<file path="src/rtl/sound_length_bank.sv">
// Multi-channel length-counter bank for the sound unit, clocked by the 256 Hz length tick.
// Optional sticky expiry flags are built when SOUND_LEN_STICKY_EN is defined.
module sound_length_bank #(
  parameter int NUM_CH = 4,
  parameter int LEN_W  = 8
) (
  input  logic                        length_cntrl_clk,
  input  logic                        reset,
  input  logic [NUM_CH-1:0]           len_load,
  input  logic [NUM_CH*LEN_W-1:0]     len_data,
  input  logic [NUM_CH-1:0]           trigger,
  input  logic [NUM_CH-1:0]           dont_loop,
  input  logic [NUM_CH-1:0]           dac_en,
  output logic [NUM_CH-1:0]           active,
  output logic [NUM_CH-1:0]           expire,
  output logic [NUM_CH*(LEN_W+1)-1:0] remaining
`ifdef SOUND_LEN_STICKY_EN
  ,
  input  logic [NUM_CH-1:0]           sticky_clr,
  output logic [NUM_CH-1:0]           sticky_expired
`endif
);

  localparam logic [LEN_W:0] FULL = {1'b1, {LEN_W{1'b0}}};
  localparam logic [LEN_W:0] ONE  = {{LEN_W{1'b0}}, 1'b1};
  localparam logic [LEN_W:0] ZERO = '0;

  genvar gi;
  generate
    for (gi = 0; gi < NUM_CH; gi++) begin : g_ch
      logic [LEN_W:0] cnt_q, cnt_d;
      logic [LEN_W:0] load_val;
      logic [LEN_W:0] base;
      logic           active_q, active_d;
      logic           expire_q, expire_d;

      assign load_val = FULL - {1'b0, len_data[gi*LEN_W +: LEN_W]};

      // Load and trigger both suppress the tick decrement; trigger sees the freshly loaded value.
      always_comb begin
        cnt_d    = cnt_q;
        active_d = active_q;
        expire_d = 1'b0;
        base     = len_load[gi] ? load_val : cnt_q;
        if (!dac_en[gi]) begin
          active_d = 1'b0;
        end else if (trigger[gi]) begin
          active_d = 1'b1;
          cnt_d    = (base == ZERO) ? FULL : base;
        end else if (len_load[gi]) begin
          cnt_d = load_val;
        end else if (active_q && dont_loop[gi] && (cnt_q != ZERO)) begin
          cnt_d = cnt_q - ONE;
          if (cnt_q == ONE) begin
            active_d = 1'b0;
            expire_d = 1'b1;
          end
        end
      end

      always_ff @(posedge length_cntrl_clk) begin
        if (reset) begin
          cnt_q    <= FULL;
          active_q <= 1'b0;
          expire_q <= 1'b0;
        end else begin
          cnt_q    <= cnt_d;
          active_q <= active_d;
          expire_q <= expire_d;
        end
      end

      assign active[gi] = active_q;
      assign expire[gi] = expire_q;
      assign remaining[gi*(LEN_W+1) +: LEN_W+1] = cnt_q;

`ifdef SOUND_LEN_STICKY_EN
      logic sticky_q, sticky_d;

      // A new expiry outranks a clear arriving on the same edge.
      always_comb begin
        sticky_d = sticky_q;
        if (sticky_clr[gi]) sticky_d = 1'b0;
        if (expire_d)       sticky_d = 1'b1;
      end

      always_ff @(posedge length_cntrl_clk) begin
        if (reset) sticky_q <= 1'b0;
        else       sticky_q <= sticky_d;
      end

      assign sticky_expired[gi] = sticky_q;
`endif
    end
  endgenerate

endmodule
</file>
<file path="config.mk">
export PLATFORM = sky130hd
export DESIGN_NAME = sound_length_bank
export DESIGN_NICKNAME = d
export VERILOG_FILES = /design/src/rtl/sound_length_bank.sv
export SDC_FILE = /design/constraint.sdc
export NUM_CORES = 1
export LEC_CHECK = 0
export CAP_MARGIN = 20
export CORE_MARGIN = 2
export CORE_UTILIZATION = 35
export CTS_BUF_LIST = sky130_fd_sc_hd__clkbuf_8 sky130_fd_sc_hd__clkbuf_16
export CTS_CLUSTER_DIAMETER = 200
export DETAILED_ROUTE_END_ITERATION = 10
export PLACE_DENSITY = 0.73
export SETUP_SLACK_MARGIN = 0.1
export SLEW_MARGIN = 20
export SYNTH_ARGS = -nofsm -noshare
export SYNTH_HDL_FRONTEND = slang
export SYNTH_SLANG_ARGS = --single-unit
</file>
<file path="constraint.sdc">
create_clock -name length_cntrl_clk -period 2 [get_ports length_cntrl_clk]
set_input_delay 0.2 -clock length_cntrl_clk [delete_from_list [all_inputs] [get_ports length_cntrl_clk]]
set_output_delay 0.2 -clock length_cntrl_clk [all_outputs]
set_load 0.03 [all_outputs]
</file>
==> flow_metrics.tcl <==
set metrics [dict create \
    status "complete, no violations" \
    clock_skew_ns 0.00319 \
    vias 4303 \
    synth_edf_count 0 \
    drcViolationCount 0 \
    cts_hold_buf 0 \
    cts_buffers 5 \
    netlist_instances 502 \
    synth.cell_area_um2 3650 \
    post_route_cells_drive_above_1_share 0.191 \
    areaGrowthSynthToFinish_pct 48.8 \
    critical_path.max_fanout 5 \
    core_area_um2 10200 \
    cts_tree "done" \
    start_util 0.357 \
    syn_avg_cell_area_um2 7.28 \
    grt_overflow 0 \
    holdCritPathClass "in -> reg" \
    hold_viol 0 \
    fin_crit_sh 0.953 \
    grt_max_degree 41 \
    cts_num_sinks 44 \
    drt_first_pass_iters 5 \
    initialDrtViolationCount 189 \
    post_drt_wl_per_cell_um 13.7 \
    wl_mm 10.9 \
    n_antenna_cell 0 \
    ios 94 \
    die_w_um 106 \
    maxCapViolations 0 \
    synthFlopType "dfxtp_1" \
    clockBufferDepth 2 \
    htreeDepth 2 \
    required_ns 2.19 \
    postLayoutCellArea_um2 5440 \
    rows 37 \
    cp-end-kind "register" \
    place_congestion 0.870 \
    fin_crit_ns 1.91 \
    cellPowerDensity_nw_per_um2 543 \
    max_freq_ghz 0.525 \
    setup_viol 0 \
    cp-startpoint "g_ch[3].cnt_q[6]" \
    die_y_um 106 \
    final_common_cell "clkdlybuf4s50_1" \
    yosys_warnings 0 \
    cp.arrival_ns 2.09 \
    yosysSeqAreaShare 0.241 \
    portBuffers 93 \
    power_leakage_nw 2.14 \
    finalSetupTns_ns 0 \
    ant_nets 0 \
    post-dp-hpwl_mm 8.24 \
    rsz0062_at_grt "true" \
    path_class "reg -> reg" \
    clkLatencyLatePin_ns 0.29 \
    placed_area_um2 5190 \
    clkTransAtPathRegs_ns 0.08 \
    grt_pass1_wl_mm 17.9 \
    clock_tree.root_cell "clkbuf_8" \
    grt_pass1_vias 4020 \
    final_cell_mix "clkdlybuf4s50_1 (90), buf_4 (84), nor2_1 (54), nand2_1 (47), o21ai_0 (45)" \
    nNetsFinal 720 \
    start_kind "register" \
    syn_nets 564 \
    holdCritStartpoint "dac_en[2]" \
    synth-async-reset-ratio 0 \
    synth_cell_types 68 \
    rr_startpoint "g_ch[3].cnt_q[6]" \
    irDropWorstVdd_mv 0.404 \
    tightestPinTransition_ns 0.716 \
    grt_usage 0.186 \
    ys_seq_elements 44 \
    via_per_inst 5.41 \
    antenna_found_initial 0 \
    maxSlewHeadroom 0.521 \
    die-area_um2 11300 \
    drv_slew 0 \
]
what timing repair did:
item | CTS | global route
setup endpoints to repair | 15 | 19
gates resized for setup | 5 | 15
endpoints found under the hold margin | 0 | 0
pin swaps | 5 | 7
gates cloned | 0 | 1
buffers inserted | 8 | 2
worst max-delay path: stages (launching register included):
cell      delay (ns)
dfxtp_1         0.36
nor4_4          0.35
nand2b_2        0.15
o41a_1          0.47
or3_1           0.33
and3_1          0.14
area by class of cell:
| type | instances | area [um2] |
|---|---|---|
| clock buffer | 5 | 68.8 |
| clock inverter | 3 | 38.8 |
| fill | 955 | 4790 |
| inverter | 29 | 114 |
| multi-input combinational | 399 | 2560 |
| sequential | 44 | 890 |
| tap | 136 | 170 |
| timing repair buffer | 179 | 1590 |
flip-flops by register name (all words and copies together), names as in the netlist:
register and count:
g_ch.expire_q 4, g_ch.active_q 4, g_ch.cnt_q 36
worst paths after layout:
check	end	slack [ns]	depth (start not counted)
hold reg to reg	g_ch[2].active_q	0.51	2
hold / removal	g_ch[2].expire_q	0.51	3
setup / recovery	g_ch[3].cnt_q[8]	0.09	5
setup reg to reg	g_ch[3].cnt_q[8]	0.09	5
cells in the mapped netlist, drive strengths merged, types with 5 or more instances:
master	instances	area, um2
nor4	19	179
xor2	11	96.3
nand2	47	176
a21o	5	38.8
ha	12	150
a21oi	31	159
a31oi	8	50.1
nand3	10	50.1
o22ai	5	31.3
a221oi	6	52.6
nor2	55	209
nand2b	8	52.6
nor3	23	115
inv	29	109
nor2b	8	50.1
and2	5	31.3
a22oi	9	67.6
o21ai	49	245
nor3b	6	45.0
buf	13	106
a211oi	5	37.5
xnor2	14	123
or3	7	48.8
dfxtp	44	881
clkbuf	17	63.8
cells by family after synthesis:
logic type               after synthesis  share of synthesized area
AO/OA/AOI/OAI                        152                      0.267
XOR/XNOR                              25                     0.0599
adder cells (fa/ha/maj)               12                     0.0411
buffers and inverters                 59                     0.0763
flip-flops                            44                      0.241
multiplexers                           2                    0.00548
AND/OR/NAND/NOR                      208                      0.309
stage by stage:
stage | util | cells | power [mW] | hold WS [ns] | setup WS [ns]
6_report | 0.531 | 795 | 2.95 | 0.510 | 0.0941
5_1_grt | 0.531 | 795 | 3.13 | 0.533 | -0.0150
4_1_cts | 0.524 | 792 | 2.94 | 0.503 | 0.110
3_5_place_dp | 0.507 | 776 | 2.25 | 0.499 | -0.396
3_3_place_gp | 0.507 | 776 | 2.22 | 0.495 | -0.318
2_1_floorplan | - | 502 | 1.73 | 0.352 | 0.0406
power by group:
part           switching (mW)  internal (mW)  total [mW]
Clock                   0.300          0.366       0.666
Sequential             0.0805          0.939        1.02
Combinational           0.654          0.610        1.26
Total                    1.03           1.92        2.95
metal layers:
layer | share of wire | track usage
met1 | 0.44 | 0.235
met2 | 0.48 | 0.324
met3 | 0.067 | 0.0325
met4 | 0.014 | 0.0545
met5 | 0 | 0
Power figures use the tool's default switching activity.
